### config.mk
export PLATFORM = sky130hd
export DESIGN_NAME = msf_frame_ctrl
export DESIGN_NICKNAME = d
export VERILOG_FILES = /design/src/rtl/msf_frame_ctrl.sv
export SDC_FILE = /design/constraint.sdc
export NUM_CORES = 1
export LEC_CHECK = 0
export CAP_MARGIN = 15
export CORE_MARGIN = 2
export CORE_UTILIZATION = 56
export DETAILED_ROUTE_END_ITERATION = 7
export GPL_TIMING_DRIVEN = 1
export PLACE_DENSITY = 0.79
export SLEW_MARGIN = 20
export SYNTH_ARGS = -nofsm -noshare
export SYNTH_HDL_FRONTEND = slang
export SYNTH_SLANG_ARGS = --single-unit
export TNS_END_PERCENT = 100
### constraint.sdc
create_clock -name clk_i -period 5 [get_ports clk_i]
set_input_delay 1.25 -clock clk_i [delete_from_list [all_inputs] [get_ports clk_i]]
set_output_delay 1.25 -clock clk_i [all_outputs]
set_load 0.1 [all_outputs]
### src/rtl/msf_frame_ctrl.sv
// MSF frame sequencer: counts seconds from the minute marker, captures A/B bits and
// latches BCD date/time on a checked frame. Optional parity checking: MSF_PARITY_CHECK_EN.
module msf_frame_ctrl #(
  parameter int TIMEOUT_CYCLES = 65536
) (
  input  logic       clk_i,
  input  logic       rst_i,
  input  logic       bits_valid_i,
  input  logic       bits_is_second_00_i,
  input  logic [1:0] bits_data_i,
  output logic [5:0] second_o,
  output logic [7:0] year_o,
  output logic [4:0] month_o,
  output logic [5:0] day_o,
  output logic [2:0] dow_o,
  output logic [5:0] hour_o,
  output logic [6:0] minute_o,
  output logic       time_valid_o,
  output logic       frame_done_o,
  output logic       frame_error_o
);

  localparam int TW = $clog2(TIMEOUT_CYCLES + 1);
  localparam logic [TW-1:0] TO_LIMIT = TW'(TIMEOUT_CYCLES);

  // Handshake: bits_valid_i is a single-cycle strobe with no back-pressure; data and
  // marker qualifier are sampled only in that cycle.
  typedef enum logic {SYNC_WAIT, COLLECT} state_t;

  state_t        r_state, w_state_nxt;
  logic [5:0]    r_second, w_second_nxt;
  logic [42:0]   r_a, w_a_nxt;
  logic [TW-1:0] r_to, w_to_nxt;
  logic [7:0]    r_year, w_year_nxt;
  logic [4:0]    r_month, w_month_nxt;
  logic [5:0]    r_day, w_day_nxt;
  logic [2:0]    r_dow, w_dow_nxt;
  logic [5:0]    r_hour, w_hour_nxt;
  logic [6:0]    r_minute, w_minute_nxt;
  logic          r_tv, w_tv_nxt;
  logic          r_done, w_done_nxt;
  logic          r_err, w_err_nxt;

  logic [5:0]    w_s_new;
  logic [TW-1:0] w_to_inc;
  logic          w_timeout;
  logic          w_marker_ok;
  logic          w_frame_ok;

  assign w_s_new     = r_second + 6'd1;
  assign w_to_inc    = r_to + {{(TW-1){1'b0}}, 1'b1};
  assign w_timeout   = (r_state == COLLECT) && !bits_valid_i && (w_to_inc == TO_LIMIT);
  // r_a[0] holds A59 and r_a[42] holds A17 once a full frame has been shifted in.
  assign w_marker_ok = (r_a[7:0] == 8'b0111_1110);

`ifdef MSF_PARITY_CHECK_EN
  logic [3:0] r_b, w_b_nxt;
  logic       w_par_ok;
  // Each group plus its B bit must carry an odd number of ones.
  assign w_par_ok   = (^{r_a[42:35], r_b[0]}) & (^{r_a[34:24], r_b[1]}) &
                      (^{r_a[23:21], r_b[2]}) & (^{r_a[20:8], r_b[3]});
  assign w_frame_ok = w_marker_ok & w_par_ok;
`else
  logic w_unused_b;
  assign w_unused_b = bits_data_i[1];
  assign w_frame_ok = w_marker_ok;
`endif

  always_comb begin
    w_state_nxt  = r_state;
    w_second_nxt = r_second;
    w_a_nxt      = r_a;
    w_to_nxt     = '0;
    w_year_nxt   = r_year;
    w_month_nxt  = r_month;
    w_day_nxt    = r_day;
    w_dow_nxt    = r_dow;
    w_hour_nxt   = r_hour;
    w_minute_nxt = r_minute;
    w_tv_nxt     = r_tv;
    w_done_nxt   = 1'b0;
    w_err_nxt    = 1'b0;
`ifdef MSF_PARITY_CHECK_EN
    w_b_nxt      = r_b;
`endif
    case (r_state)
      SYNC_WAIT: begin
        if (bits_valid_i && bits_is_second_00_i) begin
          w_second_nxt = 6'd0;
          w_a_nxt      = '0;
`ifdef MSF_PARITY_CHECK_EN
          w_b_nxt      = '0;
`endif
          w_state_nxt  = COLLECT;
        end
      end
      COLLECT: begin
        if (!bits_valid_i) w_to_nxt = w_to_inc;
        if (w_timeout) begin
          w_err_nxt    = 1'b1;
          w_tv_nxt     = 1'b0;
          w_second_nxt = 6'd0;
          w_to_nxt     = '0;
          w_state_nxt  = SYNC_WAIT;
        end else if (bits_valid_i && bits_is_second_00_i) begin
          w_second_nxt = 6'd0;
          w_a_nxt      = '0;
`ifdef MSF_PARITY_CHECK_EN
          w_b_nxt      = '0;
`endif
          if (r_second == 6'd59 && w_frame_ok) begin
            w_year_nxt   = r_a[42:35];
            w_month_nxt  = r_a[34:30];
            w_day_nxt    = r_a[29:24];
            w_dow_nxt    = r_a[23:21];
            w_hour_nxt   = r_a[20:15];
            w_minute_nxt = r_a[14:8];
            w_tv_nxt     = 1'b1;
            w_done_nxt   = 1'b1;
          end else begin
            w_tv_nxt  = 1'b0;
            w_err_nxt = 1'b1;
          end
        end else if (bits_valid_i) begin
          if (r_second != 6'd59) begin
            w_second_nxt = w_s_new;
            if (w_s_new >= 6'd17) w_a_nxt = {r_a[41:0], bits_data_i[0]};
`ifdef MSF_PARITY_CHECK_EN
            case (w_s_new)
              6'd54:   w_b_nxt[0] = bits_data_i[1];
              6'd55:   w_b_nxt[1] = bits_data_i[1];
              6'd56:   w_b_nxt[2] = bits_data_i[1];
              6'd57:   w_b_nxt[3] = bits_data_i[1];
              default: ;
            endcase
`endif
          end else begin
            // A 61st second cannot belong to a standard frame; drop sync.
            w_err_nxt    = 1'b1;
            w_tv_nxt     = 1'b0;
            w_second_nxt = 6'd0;
            w_state_nxt  = SYNC_WAIT;
          end
        end
      end
      default: w_state_nxt = SYNC_WAIT;
    endcase
  end

  always_ff @(posedge clk_i or posedge rst_i) begin
    if (rst_i) begin
      r_state  <= SYNC_WAIT;
      r_second <= '0;
      r_a      <= '0;
      r_to     <= '0;
      r_year   <= '0;
      r_month  <= '0;
      r_day    <= '0;
      r_dow    <= '0;
      r_hour   <= '0;
      r_minute <= '0;
      r_tv     <= 1'b0;
      r_done   <= 1'b0;
      r_err    <= 1'b0;
`ifdef MSF_PARITY_CHECK_EN
      r_b      <= '0;
`endif
    end else begin
      r_state  <= w_state_nxt;
      r_second <= w_second_nxt;
      r_a      <= w_a_nxt;
      r_to     <= w_to_nxt;
      r_year   <= w_year_nxt;
      r_month  <= w_month_nxt;
      r_day    <= w_day_nxt;
      r_dow    <= w_dow_nxt;
      r_hour   <= w_hour_nxt;
      r_minute <= w_minute_nxt;
      r_tv     <= w_tv_nxt;
      r_done   <= w_done_nxt;
      r_err    <= w_err_nxt;
`ifdef MSF_PARITY_CHECK_EN
      r_b      <= w_b_nxt;
`endif
    end
  end

  assign second_o      = r_second;
  assign year_o        = r_year;
  assign month_o       = r_month;
  assign day_o         = r_day;
  assign dow_o         = r_dow;
  assign hour_o        = r_hour;
  assign minute_o      = r_minute;
  assign time_valid_o  = r_tv;
  assign frame_done_o  = r_done;
  assign frame_error_o = r_err;

endmodule

=== After elaboration in Yosys (flattened, before gate mapping) ===
Index checks and enable logic that the tools add are counted.

* Bits in registers: 105
* Input port bits: 6
* Output and inout port bits: 44

* Add/sub/neg operators: 2
* Magnitude comparators: 1
* Equality and inequality tests: 11
* Muxes and demuxes: 36
* Bitwise operators: 2
* Reductions and logical operators: 10

{| class="wikitable"
|+ Operators with widths
! kind !! count
|-
| 2-to-1 mux 43 bit || 6
|-
| one-hot mux 43 bit (2 select lines) || 1
|-
| 2-to-1 mux 17 bit || 3
|-
| 2-to-1 mux 6 bit || 5
|-
| 2-to-1 mux 1 bit || 19
|-
| adder 17 x 1 -> 17 bit (second input constant) || 1
|-
| equality test 17 bit (second input constant) || 1
|-
| one-hot mux 6 bit (2 select lines) || 1
|-
| equality test 8 x 7 -> 1 bit (second input constant) || 1
|-
| adder 6 x 1 -> 6 bit (second input constant) || 1
|-
| equality test 6 bit (second input constant) || 1
|-
| >= comparator 6 x 5 -> 1 bit (second input constant) || 1
|-
| != test 3 x 1 -> 1 bit (second input constant) || 2
|-
| != test 6 bit (second input constant) || 1
|-
| AND reduction 5 bit || 1
|-
| logical AND 1 bit || 4
|-
| != test 2 bit (second input constant) || 2
|-
| != test 4 x 2 -> 1 bit (second input constant) || 1
|-
| AND reduction 4 bit || 1
|-
| != test 3 x 2 -> 1 bit (second input constant) || 1
|-
| != test 3 bit (second input constant) || 1
|-
| AND reduction 3 bit || 1
|-
| nonzero test 3 bit || 1
|-
| NOT 1 bit || 2
|-
| 3 further kinds || 3
|}

=== Logic depth before layout (Yosys ltp) ===
* Depth after elaboration: 8
* Mapped depth: 9
* Gate-level depth less buffers: 8

=== Least setup slack after synthesis ===
No wires, ideal clock.

* Path kind: reg2reg
* Start point: register r_second[0] (netlist: second_o[0])
* End point: register r_day[0] (netlist: day_o[0])
* Library setup time: 0.125 ns
* Arrival time: 2.751 ns
* Required time: 4.875 ns
* Slack: 2.123 ns
* Cell stages (with the launch flop): 9
* Path buffers: 2
* Cell sequence: dfrtp_1 > ha_1 > nand2_1 > or3_4 > nor3_2 > and3_1 > buf_4 > buf_6 > mux2_2

* Word-level cells in the longest chain between the ends: 3

{| class="wikitable"
|+ RTL lines
! what !! RTL line !! RTL
|-
| from (decl) || 31 || <nowiki>logic [5:0] r_second, w_second_nxt;</nowiki>
|-
| from (signal assigned) || 170 || <nowiki>r_second <= w_second_nxt;</nowiki>
|-
| equality test 6 bit || 111 || <nowiki>if (r_second == 6'd59 && w_frame_ok) begin</nowiki>
|-
| logical AND 1 bit || 111 ||
|-
| AND reduction 4 bit (no source line) || - ||
|-
| to (signal assigned) || 175 || <nowiki>r_day <= w_day_nxt;</nowiki>
|-
| to (decl) || 36 || <nowiki>logic [5:0] r_day, w_day_nxt;</nowiki>
|}

No other way between the ends.
A chain may end at the register's enable or synchronous reset.

=== Final worst setup path ===
* Start point: input port bits_valid_i
* End point: register r_a[0]

* Word-level cells in the longest chain between the ends: 5

{| class="wikitable"
|+ RTL lines
! what !! RTL line !! RTL
|-
| from (decl) || 8 || <nowiki>input logic bits_valid_i,</nowiki>
|-
| zero test 1 bit || - ||
|-
| logical AND 1 bit (2 in a row) || 52 || <nowiki>assign w_timeout = (r_state == COLLECT) && !bits_valid_i && (w_to_inc == TO_LIMIT);</nowiki>
|-
| != test 2 bit (no source line) || - ||
|-
| AND reduction 5 bit (no source line) || - ||
|-
| to (signal assigned) || 171 || <nowiki>r_a <= w_a_nxt;</nowiki>
|-
| to (decl) || 32 || <nowiki>logic [42:0] r_a, w_a_nxt;</nowiki>
|}

Several ways; a longest one is shown, not always the timed one. The select of a mux whose other input is x is not followed.

==> impl_metrics.csv <==
group,metric,value,unit
routing,ant_nets,0,
logic_synthesis,synthDistinctLibCells,55,
logic_synthesis,synthTopCellsByCount,"dfrtp_1 (105), nor2_1 (51), mux2i_1 (43), mux2_2 (35), nand2_1 (14)",
grt,grt_max_degree,48,
logic_synthesis,syn_nets,408,
setup_path,worstPathMaxFanout,29,
logic_synthesis,syn-mean-instance-area,12.0,sq um
setup_path,crit_arrival,3.77,ns
logic_synthesis,synthesis.area,4780,sq um
setup_path,rr_worst_depth,8,
grt,antenna_found_initial,0,
clock_network,cts_inserted_buffers,9,
power_and_ir_drop,ir_worst_vdd,145,uV
setup_path,r2r_start,"second_o[0]",
logic_synthesis,yosysMostFrequentCell,"dfrtp_1",
clock_network,cts_buffer_depth,2,
grt,met1_usage,27.2,%
final_layout,nets,453,
logic_synthesis,syn_inst,398,
clock_network,clk_latency,0.37,ns
grt,track_usage,20.2,%
die,dieHeight,96.4,um
logic_synthesis,synthArstFlopShare,100,%
setup_path,startpoint,"bits_valid_i",
setup_path,r2r_slack,1.81,ns
timing,skew,0.0177,ns
routing,drc,0,
power_and_ir_drop,power_density,274,nW/um^2
setup_path,endpoint_kind,"flop",
logic_synthesis,synth_edf_count,0,
clock_network,clockRootBuffer,"clkbuf_8",
final_layout,syn_to_final_growth,15.6,%
placed_design,place_inst,537,
routing,wire_per_inst,15.5,um
timing,setup_ws,1.52,ns
grt,grt_pass1_vias,3092,
die,num_rows,33,
clock_network,postCtsHoldBufs,0,
setup_path,crit_type,"in -> reg",
routing,first_pass_iters,4,
timing,slew_violations,0,
final_layout,drive_gt1_share,18.8,%
logic_synthesis,yosysWarnings,0,
placed_design,hpwlAfterDp,5870,um
timing,hold_viol_final,0,
grt,busiest_layer,"met2",
logic_synthesis,ys_ff_latch,105,
setup_path,r2r-end,"r_a[0]",
die,initial_core_util,57.8,%
logic_synthesis,yosys.area.top_type,"dfrtp_1",
timing,fmax,287,MHz
final_layout,n_antenna_cell,0,
placed_design,io_buffers,48,
timing,final-setup-viol-count,0,
setup_path,required,5.29,ns
grt,met2_usage,32.8,%
die,core,8260,sq um
grt,grt_pass1_wl,14600,um
grt,met3_usage,2.82,%
worst_hold_path,hold_path_class,"reg -> reg",
clock_network,clkTransAtPathRegs,0.11,ns
clock_network,post_cts_buffers,0,
timing,slew-limit-headroom,33.2,%
job,cap_violations,0,
logic_synthesis,netlist_top_cells_area,"dfrtp_1 (55%), mux2i_1 (9.0%), mux2_2 (8.3%)",
run_status,status,"finished, final reports clean",
final_layout,fillers,636,
logic_synthesis,synth_ff_type,"dfrtp_1",
routing,routed_wl,8560,um
placed_design,place_congestion,0.836,
die,die_w,96.4,um
power_and_ir_drop,p_leak,2.83,nW
clock_network,htreeDepth,3,
routing,drt_iter0_drc,143,
setup_path,worstSetupEndpoint,"r_a[0]",
timing,period_share,69.7,%
routing,route.vias.total,3088,
grt,grt-ovfl-total,0,
setup_path,start_kind,"primary input",
timing,worst_slew_pin_slew,0.999,ns
die,die_area,9280,sq um
logic_synthesis,yosysSeqAreaShare,55.0,%
clock_network,cts_tree,"yes",
clock_network,cts.sinks,105,
die,io_pins,50,
placed_design,dpl_worst_slack,1.12,ns
timing,period_minus_slack,3.48,ns
routing,avgViaCountPerCell,5.58,
final_layout,instances_no_fill,553,
final_layout,utilization,66.9,%
timing,hold_slack,0.515,ns
clock_network,cts_resized,0,
timing,rsz0062_at_grt,"no",
logic_synthesis,synth.top_cell.area_share,55.0,%
timing,setup_tns,0,ns
[area by class of cell]
class | count | area [sq um] | share of cell area (%)
multi-input cells | 267 | 2010 | 36.4
clock inverters | 7 | 81.3 | 1.47
flip-flops and latches | 105 | 2630 | 47.6
clock buffers | 9 | 124 | 2.24
well taps | 105 | 131 | 2.38
inverters | 6 | 25.0 | 0.453
repair buffers | 54 | 526 | 9.52
[how the worst min path moves through the flow]
| stage | startpoint | to | cells past startpoint | slack [ns] |
|---|---|---|---|---|
| after detailed placement | year_o[0] | year_o[0] | 1 | 0.49 |
| after CTS | year_o[0] | year_o[0] | 1 | 0.52 |
| after global routing | hour_o[4] | hour_o[4] | 1 | 0.54 |
| after global placement | r_a[42] | year_o[7] | 1 | 0.49 |
| after floorplan | r_a[42] | year_o[7] | 1 | 0.48 |
| final | year_o[0] | year_o[0] | 1 | 0.51 |
[registers in the layout, summed over array words and instances, names as in the netlist]
register,cells
day_o,6
hour_o,6
frame_done_o,1
time_valid_o,1
r_to,17
minute_o,7
frame_error_o,1
month_o,5
year_o,8
dow_o,3
second_o,6
r_a,43
r_state,1
[cells in the final DEF (no fill, tap or decap), types with 2 or more instances in the layout]
cell,instances
mux2_2,35
clkbuf_8,9
nor3_1,9
a21oi_1,7
nor3b_1,3
or2_2,3
ha_1,4
inv_1,5
and2_1,2
a22o_1,2
clkdlybuf4s50_1,48
nand4_2,2
o21ai_0,6
nand4_1,5
o22ai_1,3
and4_1,2
nor4_1,2
inv_8,2
nor2_1,51
nor3_2,11
nand3_1,8
nand2b_1,3
nand2_1,14
xor2_1,9
inv_6,2
or3_4,2
clkinv_8,2
or3_1,3
dfrtp_1,105
mux2i_1,43
xnor2_1,6
nand3_2,2
buf_4,6
and3_1,7
[where the power goes]
part / leakage (nW) / internal (mW) / switching (mW)
clock network: 0.104 / 0.201 / 0.316
logic: 1.27 / 0.0314 / 0.0897
registers: 1.45 / 0.858 / 0.0151
total: 2.83 / 1.09 / 0.421
[per-stage QoR]
| step | power, mW | cell area [sq um] |
|---|---|---|
| floorplan | 0.977 | 4780 |
| global placement | 1.01 | 5320 |
| detailed placement | 1.01 | 5320 |
| CTS | 1.53 | 5520 |
| global route | 1.57 | 5520 |
| finish | 1.51 | 5520 |
[metal layers]
metal  share of wire (%)  vias to the layer above
li1                    -                     1500
met1                  47                     1533
met2                  50                       42
met3                 2.1                       13
met4                 1.5                        0
met5                   0                        -
[kinds of logic (layout without fill, tap and decap cells)]
family | count (synthesis) | in the layout | synth area share (%)
AOI/OAI and AO/OA | 32 | 32 | 4.56
and+or+nand+nor | 138 | 138 | 16.3
xor gates and xnor gates | 15 | 15 | 2.75
DFF | 105 | 105 | 55.0
muxes | 78 | 78 | 17.3
adders and majority gates | 4 | 4 | 1.05
buffers and inverters | 26 | 76 | 3.07
[worst max-delay path: stages]
cell and delay [ns]:
clkdlybuf4s50_1 0.62, and2_1 0.32, nand3_2 0.73, buf_4 0.52
o22a_1 0.20, o22ai_1 0.12
(Power assumes the default switching activity.)
